$ cat config.mk
export PLATFORM = sky130hd
export DESIGN_NAME = dmem_access_ctrl
export DESIGN_NICKNAME = d
export VERILOG_FILES = /design/src/rtl/dmem_ctrl_pkg.sv /design/src/rtl/dmem_lane_unit.sv /design/src/rtl/dmem_access_ctrl.sv
export SDC_FILE = /design/constraint.sdc
export NUM_CORES = 1
export LEC_CHECK = 0
export ABC_AREA = 1
export BUFFER_PORTS_ARGS = -buffer_cell sky130_fd_sc_hd__buf_2
export CAP_MARGIN = 20
export CORE_MARGIN = 2
export CORE_UTILIZATION = 47
export DETAILED_ROUTE_END_ITERATION = 10
export PLACE_DENSITY = 0.72
export SLEW_MARGIN = 5
export SYNTH_ARGS = -nofsm -noshare
export SYNTH_HDL_FRONTEND = slang
export SYNTH_SLANG_ARGS = --single-unit
$ cat constraint.sdc
create_clock -name clk -period 3.4 [get_ports clk]
set_input_delay 0.17 -clock clk [delete_from_list [all_inputs] [get_ports clk]]
set_output_delay 0.17 -clock clk [all_outputs]
set_load 0.05 [all_outputs]
$ cat src/rtl/dmem_ctrl_pkg.sv
// Shared encodings for the data-memory access controller: access sizes and FSM states.
package dmem_ctrl_pkg;

   localparam logic [1:0] SZ_B = 2'b00;
   localparam logic [1:0] SZ_H = 2'b01;
   localparam logic [1:0] SZ_W = 2'b10;

   typedef enum logic [1:0] {
      IDLE  = 2'd0,
      EXEC  = 2'd1,
      WRITE = 2'd2,
      RESP  = 2'd3
   } state_t;

endpackage

$ cat src/rtl/dmem_lane_unit.sv
// Combinational lane logic: sub-word store merge, load lane extract with sign/zero extension,
// and alignment check. Zero latency, no flow control.
module dmem_lane_unit
   import dmem_ctrl_pkg::*;
#(
   parameter int XLEN = 32
) (
   input  logic [XLEN-1:0] old_word_i,
   input  logic [XLEN-1:0] wdata_i,
   input  logic [1:0]      size_i,
   input  logic [1:0]      addr_lo_i,
   input  logic            unsigned_i,
   output logic [XLEN-1:0] merged_o,
   output logic [XLEN-1:0] rdata_o,
   output logic            misalign_o
);

   logic [4:0]  byte_sh;
   logic [4:0]  half_sh;
   logic [7:0]  lane_b;
   logic [15:0] lane_h;

   assign byte_sh = {addr_lo_i, 3'b000};
   assign half_sh = {addr_lo_i[1], 4'b0000};
   assign lane_b  = old_word_i[byte_sh +: 8];
   assign lane_h  = old_word_i[half_sh +: 16];

   always_comb begin
      merged_o   = old_word_i;
      rdata_o    = '0;
      misalign_o = 1'b0;
      case (size_i)
         SZ_B: begin
            merged_o[byte_sh +: 8] = wdata_i[7:0];
            rdata_o = {{(XLEN-8){lane_b[7] & ~unsigned_i}}, lane_b};
         end
         SZ_H: begin
            misalign_o = addr_lo_i[0];
            merged_o[half_sh +: 16] = wdata_i[15:0];
            rdata_o = {{(XLEN-16){lane_h[15] & ~unsigned_i}}, lane_h};
         end
         SZ_W: begin
            misalign_o = |addr_lo_i;
            merged_o   = wdata_i;
            rdata_o    = old_word_i;
         end
         default: misalign_o = 1'b1;
      endcase
   end

endmodule

$ cat src/rtl/dmem_access_ctrl.sv
// LSU-to-1R1W data memory sequencer: loads/word stores respond 2 cycles after the request cycle,
// sub-word stores (read-modify-write) 3; one request in flight, response held until rsp_ready.
module dmem_access_ctrl
   import dmem_ctrl_pkg::*;
#(
   parameter int DEPTH = 4,
   parameter int XLEN  = 32,
   localparam int ADDR_W = $clog2(DEPTH) + 2
) (
   input  logic              clk,
   input  logic              rst,
   input  logic              req_valid,
   output logic              req_ready,
   input  logic              req_we,
   input  logic [1:0]        req_size,
   input  logic              req_unsigned,
   input  logic [XLEN-1:0]   req_addr,
   input  logic [XLEN-1:0]   req_wdata,
   output logic              rsp_valid,
   input  logic              rsp_ready,
   output logic [XLEN-1:0]   rsp_rdata,
   output logic              rsp_err,
   output logic [ADDR_W-1:0] mem_rd_addr,
   output logic [ADDR_W-1:0] mem_wr_addr,
   output logic [XLEN-1:0]   mem_wr_din,
   output logic              mem_we,
   input  logic [XLEN-1:0]   mem_rd_dout
);

   state_t            state_q;
   logic              req_ready_q;
   logic              rsp_valid_q;
   logic              rsp_err_q;
   logic [XLEN-1:0]   rsp_rdata_q;
   logic              we_q;
   logic              uns_q;
   logic [1:0]        size_q;
   logic [ADDR_W-1:0] addr_q;
   logic [XLEN-1:0]   wdata_q;
   logic [XLEN-1:0]   merged_q;

   logic [XLEN-1:0]   merged_d;
   logic [XLEN-1:0]   ld_data;
   logic              misalign;
   logic              unused_addr_hi;

   // Upper address bits alias onto the small memory by design.
   assign unused_addr_hi = ^req_addr[XLEN-1:ADDR_W];

   dmem_lane_unit #(.XLEN(XLEN)) u_lane (
      .old_word_i (mem_rd_dout),
      .wdata_i    (wdata_q),
      .size_i     (size_q),
      .addr_lo_i  (addr_q[1:0]),
      .unsigned_i (uns_q),
      .merged_o   (merged_d),
      .rdata_o    (ld_data),
      .misalign_o (misalign)
   );

   always_ff @(posedge clk or negedge rst) begin
      if (!rst) begin
         state_q     <= IDLE;
         req_ready_q <= 1'b1;
         rsp_valid_q <= 1'b0;
         rsp_err_q   <= 1'b0;
         rsp_rdata_q <= '0;
         we_q        <= 1'b0;
         uns_q       <= 1'b0;
         size_q      <= 2'b00;
         addr_q      <= '0;
         wdata_q     <= '0;
         merged_q    <= '0;
      end else begin
         case (state_q)
            IDLE: begin
               if (req_valid) begin
                  we_q        <= req_we;
                  size_q      <= req_size;
                  uns_q       <= req_unsigned;
                  addr_q      <= req_addr[ADDR_W-1:0];
                  wdata_q     <= req_wdata;
                  req_ready_q <= 1'b0;
                  state_q     <= EXEC;
               end
            end
            EXEC: begin
               rsp_rdata_q <= '0;
               rsp_err_q   <= misalign;
               if (misalign || !we_q || size_q == SZ_W) begin
                  if (!misalign && !we_q) begin
                     rsp_rdata_q <= ld_data;
                  end
                  rsp_valid_q <= 1'b1;
                  state_q     <= RESP;
               end else begin
                  merged_q <= merged_d;
                  state_q  <= WRITE;
               end
            end
            WRITE: begin
               rsp_valid_q <= 1'b1;
               state_q     <= RESP;
            end
            RESP: begin
               if (rsp_ready) begin
                  rsp_valid_q <= 1'b0;
                  req_ready_q <= 1'b1;
                  state_q     <= IDLE;
               end
            end
            default: state_q <= IDLE;
         endcase
      end
   end

   // Write enable comes straight from state so an async reset kills a pending write.
   assign mem_we = (state_q == WRITE) ||
                   (state_q == EXEC && we_q && size_q == SZ_W && !misalign);

   assign mem_rd_addr = {addr_q[ADDR_W-1:2], 2'b00};
   assign mem_wr_addr = mem_rd_addr;
   assign mem_wr_din  = (state_q == WRITE) ? merged_q : wdata_q;

   assign req_ready = req_ready_q;
   assign rsp_valid = rsp_valid_q;
   assign rsp_rdata = rsp_rdata_q;
   assign rsp_err   = rsp_err_q;

endmodule

# Word level (Yosys, flattened, before mapping)
# Cells that the tools add are included.
# op_classes
n_addsub	2
n_eq_ne	8
shift	6
n_mux	18
bitwise	4
reduce_logical	19
# ops
op	count
$pmux W32 S3	2
$mux W32	3
$bwmux W32	2
$shift A16 B7 Y32 const A	1
$shift A8 B7 Y32 const A	1
$shiftx A16 B7 Y32	1
$shiftx A32 B6 Y16	1
$shiftx A32 B6 Y8	1
$shiftx A8 B7 Y32	1
$neg A5 Y7	2
$pmux W2 S4	1
$eq A2 B2 Y1 const B	3
$ne A2 B2 Y1 const B	3
$pmux W1 S3	2
$reduce_and A2 Y1	3
$reduce_and A3 Y1	2
$mux W1	5
$eq A2 B1 Y1 const B	2
$logic_and A1 B1 Y1	4
$logic_not A2 Y1	2
$mux W2	2
$logic_or A1 B1 Y1	3
$reduce_bool A3 Y1	1
$and A1 B1 Y1	2
5 further kinds	7
# word_totals
regBits	109
in_bits	104
elab_cells	68

# Longest topological paths before layout
# logic_depth
word_depth	6
mapped_depth	13
depth_no_buf	11

# Modules after synthesis
# A second synthesis with hierarchy kept.
# hier_totals
hier_cells	1085
area_unflattened_um2	7333.3
# modules_own_cells
mod	instances	cells_each	area_each_um2
dmem_access_ctrl	1	519	4850.9
dmem_lane_unit	1	566	2482.4

# Worst setup path after synthesis
# OpenSTA, ideal clock, no wires.
# synth_timing
kind	register -> output
startpoint	register addr_q[1]
endpoint	output port mem_we
arrival_ns	2.519
required_time_ns	3.230
slack_ns	0.711
stages_incl_launch_ff	10
path_buffers	1
path_cell_list	dfrtp_1 -> inv_2 -> clkbuf_1 -> ha_1 -> inv_1 -> nand2_1 -> nand2_1 -> nand2_2 -> nand2_2 -> o31ai_1
# synth_between
elab_chain_len	5
# synth_lines
element	line	source
from (decl)	dmem_access_ctrl.sv:38	logic [ADDR_W-1:0] addr_q;
from (signal assigned)	dmem_access_ctrl.sv:81	addr_q <= req_addr[ADDR_W-1:0];
$reduce_or A2 Y1	dmem_lane_unit.sv:43	misalign_o = |addr_lo_i;
$pmux W1 S3	dmem_lane_unit.sv:32	case (size_i)
$logic_not A1 Y1	dmem_access_ctrl.sv:119	(state_q == EXEC && we_q && size_q == SZ_W && !misalign);
$logic_and A1 B1 Y1	dmem_access_ctrl.sv:119	
$logic_or A1 B1 Y1	dmem_access_ctrl.sv:118	assign mem_we = (state_q == WRITE) ||
to (decl)	dmem_access_ctrl.sv:26	output logic mem_we,
# No other way between the ends.

# Final worst setup path
# layout_timing
startpoint	register addr_q[0]
endpoint	output port mem_we
# layout_between
elab_chain_len	5
# layout_lines
element	line
$reduce_or A2 Y1	dmem_lane_unit.sv:43
$pmux W1 S3 *	dmem_lane_unit.sv:32
$logic_not A1 Y1 *	dmem_access_ctrl.sv:119
$logic_and A1 B1 Y1 *	dmem_access_ctrl.sv:119
$logic_or A1 B1 Y1 *	dmem_access_ctrl.sv:118
# Mark *: on every way between the ends. The rest lies on a longest branch, timed or not.

==> flow_summary.yaml <==
outcome:
  status: "finished, final reports clean"
layout:
  antenna_cells: 0
  drive_above_1_share: 0.186
  syn2layout_area_growth_pct: 13.6
  fin_area_sq_um: 8290
  nNetsFinal: 1356
  mostFrequentLayoutCells: "nand2_1, buf_2, dfrtp_1"
  final_cells: 1435
  final_common_cell: "nand2_1"
  fillers: 1534
die:
  die-area_sq_um: 16500
  rows: 45
  io_pins: 180
  core_sq_um: 15200
  die_y_um: 129
  die_w_um: 129
  start_util: 0.480
pwr:
  intPower_w: 0.00385
  swShare: 0.565
  powerDensity_nw_per_um2: 1070
  combPwrFrac: 0.626
  peakVddDrop_uv: 703
  p_leak_nw: 4.91
  clkPwrFrac: 0.111
  p_switching_w: 0.00501
  p_seq_frac: 0.263
route:
  via_per_inst: 5.06
  drcViolationCount: 0
  wl_per_cell_um: 14.7
  wl_mm: 21.2
  vias: 7255
  drtIter0Drc: 545
  first_pass_iters: 5
  final_antenna_net_count: 0
timing:
  fin_tns_setup_ns: 0
  drv_slew: 0
  fin_crit_ns: 2.86
  relSlewSlack: 0.369
  finalCritPeriodShare: 0.841
  setup_violations: 0
  timing.fmax_ghz: 0.350
  skew_ns: 0.00584
  worstMarginPinSlew_ns: 0.946
  rsz0062_at_grt: "no"
  hold_violations: 0
critical_path:
  worstPathRequired_ns: 3.23
  end_kind: "output pin"
  arrival_ns: 2.69
  crit_type: "reg -> out"
  crit_path_start_kind: "flop"
  path_max_fanout: 12
place:
  gp_congestion: 0.950
  place_area_sq_um: 7980
  numPortBuffers: 147
  dpl.hpwl_mm: 15.2
  placedCellCount: 1417
cts:
  clock_latency_ns: 0.36
  cts_buffers: 9
  cts_tree: "built"
  cts-root-buf: "clkbuf_16"
  htree_levels: 3
  clk_pin_slew_worst_paths_ns: 0.07
  post_cts_buffers: 0
  clk_path_buf_depth: 2
  cts_sinks: 109
grt:
  antenna_found_initial: 0
  grtUsageMet3: 0.0441
  use_met2: 0.409
  grt_start_max_net_pins: 67
  grt_most_used_layer: "met2"
  first_global_vias: 6663
  grt_pass1_wl_mm: 33.9
  grt_use_met1: 0.374
  overflow: 0
  track_usage: 0.261
synthesis:
  syn_area_per_cell_sq_um: 6.44
  synth_top_area_frac: 0.370
  synthTopCellsByArea: "dfrtp_1, nand2_1, mux2_2"
  synth_cells: 1133
  ys_seq_elements: 109
  yosys.area.top_type: "dfrtp_1"
  seq_area_frac_synth: 0.374
  ys_warn_count: 0
  synthDistinctLibCells: 31
  netlist_area_sq_um: 7300
job:
  maxCapViolCount: 0
hold_path:
  holdCritPathClass: "in -> reg"
-- metal layers --
layer / part of all wire / vias to the layer above
li1: - / 3668
met1: 0.46 / 3297
met2: 0.44 / 259
met3: 0.077 / 31
met4: 0.021 / 0
met5: 0 / -
-- Yosys cell counts (all sizes together) --
cell type  number
a21oi          30
a22oi           1
buf            47
clkbuf         16
clkinv          2
conb            1
dfrtp         108
dfstp           1
ha             10
inv            76
mux2           26
nand2         647
nand3          38
nor2           69
o211ai          7
o21a            1
o21ai          52
o31ai           1
-- final cells by class --
type / instances / area [sq um] / area share
clock inverters: 3 / 21.3 / 0.00256
repair buffers: 158 / 843 / 0.102
multi-input cells: 886 / 3910 / 0.472
flip-flops and latches: 109 / 2730 / 0.329
clock buffers: 13 / 250 / 0.0302
well taps: 188 / 235 / 0.0284
inverters: 78 / 300 / 0.0362
-- state kept, by name, indices dropped and copies added, names as in the netlist --
register and flops:
wdata_q 32, uns_q 1, rsp_err 1, req_ready 1
rsp_valid 1, rsp_rdata 32, merged_q 32, size_q 2
state_q 2, addr_q 4, we_q 1
-- what timing repair did --
action | 4_1_cts | 5_1_grt
hold endpoints to repair | 63 | 0
setup endpoints to repair | 0 | 0
hold buffers | 1 | 0
resized for setup | 0 | 0
-- power groups by stage --
stage	Sequential, W	Combinational (W)	Clock, W
CTS	0.00232	0.00553	0.00101
detailed placement	0.00234	0.00550	0
global placement	0.00234	0.00545	0
finish	0.00233	0.00555	0.000983
floorplan	0.00237	0.00423	0
global route	0.00239	0.00613	0.00105
-- final timing paths --
check	start	endpoint	slack, ns	cells after the start
setup / recovery	addr_q[0]$_DFFE_PN0P_	mem_we	0.54	9
hold / removal	req_wdata[9]	wdata_q[9]$_DFFE_PN0P_	0.04	2
setup reg to reg	addr_q[0]$_DFFE_PN0P_	merged_q[9]$_DFFE_PN0P_	0.82	11
hold reg to reg	rsp_rdata[27]$_DFFE_PN0N_	rsp_rdata[27]$_DFFE_PN0N_	0.47	2
max in group asynchronous	rst	merged_q[4]$_DFFE_PN0P_	2.07	3
min in group asynchronous	rst	rsp_rdata[2]$_DFFE_PN0N_	0.48	2
-- logic make-up (layout without fill, tap and decap cells) --
family                     after synthesis  in the layout  share of synthesized area
AOI/OAI and AO/OA                       92             92                     0.0665
adders and majority gates               10             10                     0.0171
buffers and inverters                  141            252                     0.0917
DFF                                    109            109                      0.374
muxes                                   26             26                     0.0401
other                                    1              4                   0.000514
and+or+nand+nor                        754            754                      0.410
-- per-stage QoR --
stage	total power [W]	worst slack, ns	hold WS [ns]	util
6_report	0.00887	0.542	0.0390	0.546
5_1_grt	0.00957	0.304	0.0289	0.546
4_1_cts	0.00885	0.542	0.0306	0.544
3_5_place_dp	0.00784	0.876	0.344	0.525
3_3_place_gp	0.00778	0.879	0.333	0.525
2_1_floorplan	0.00660	0.711	-0.126	-
-- worst max-delay path, stage by stage, from the launching register on --
cell and delay, ns:
dfrtp_1 0.56, inv_4 0.22, ha_1 0.38, inv_1 0.27
nand2_1 0.12, nand2_1 0.08, nand2_2 0.09, nand2_2 0.08
o31ai_1 0.23, buf_2 0.31
No activity file was read; power rests on OpenSTA's default activity.
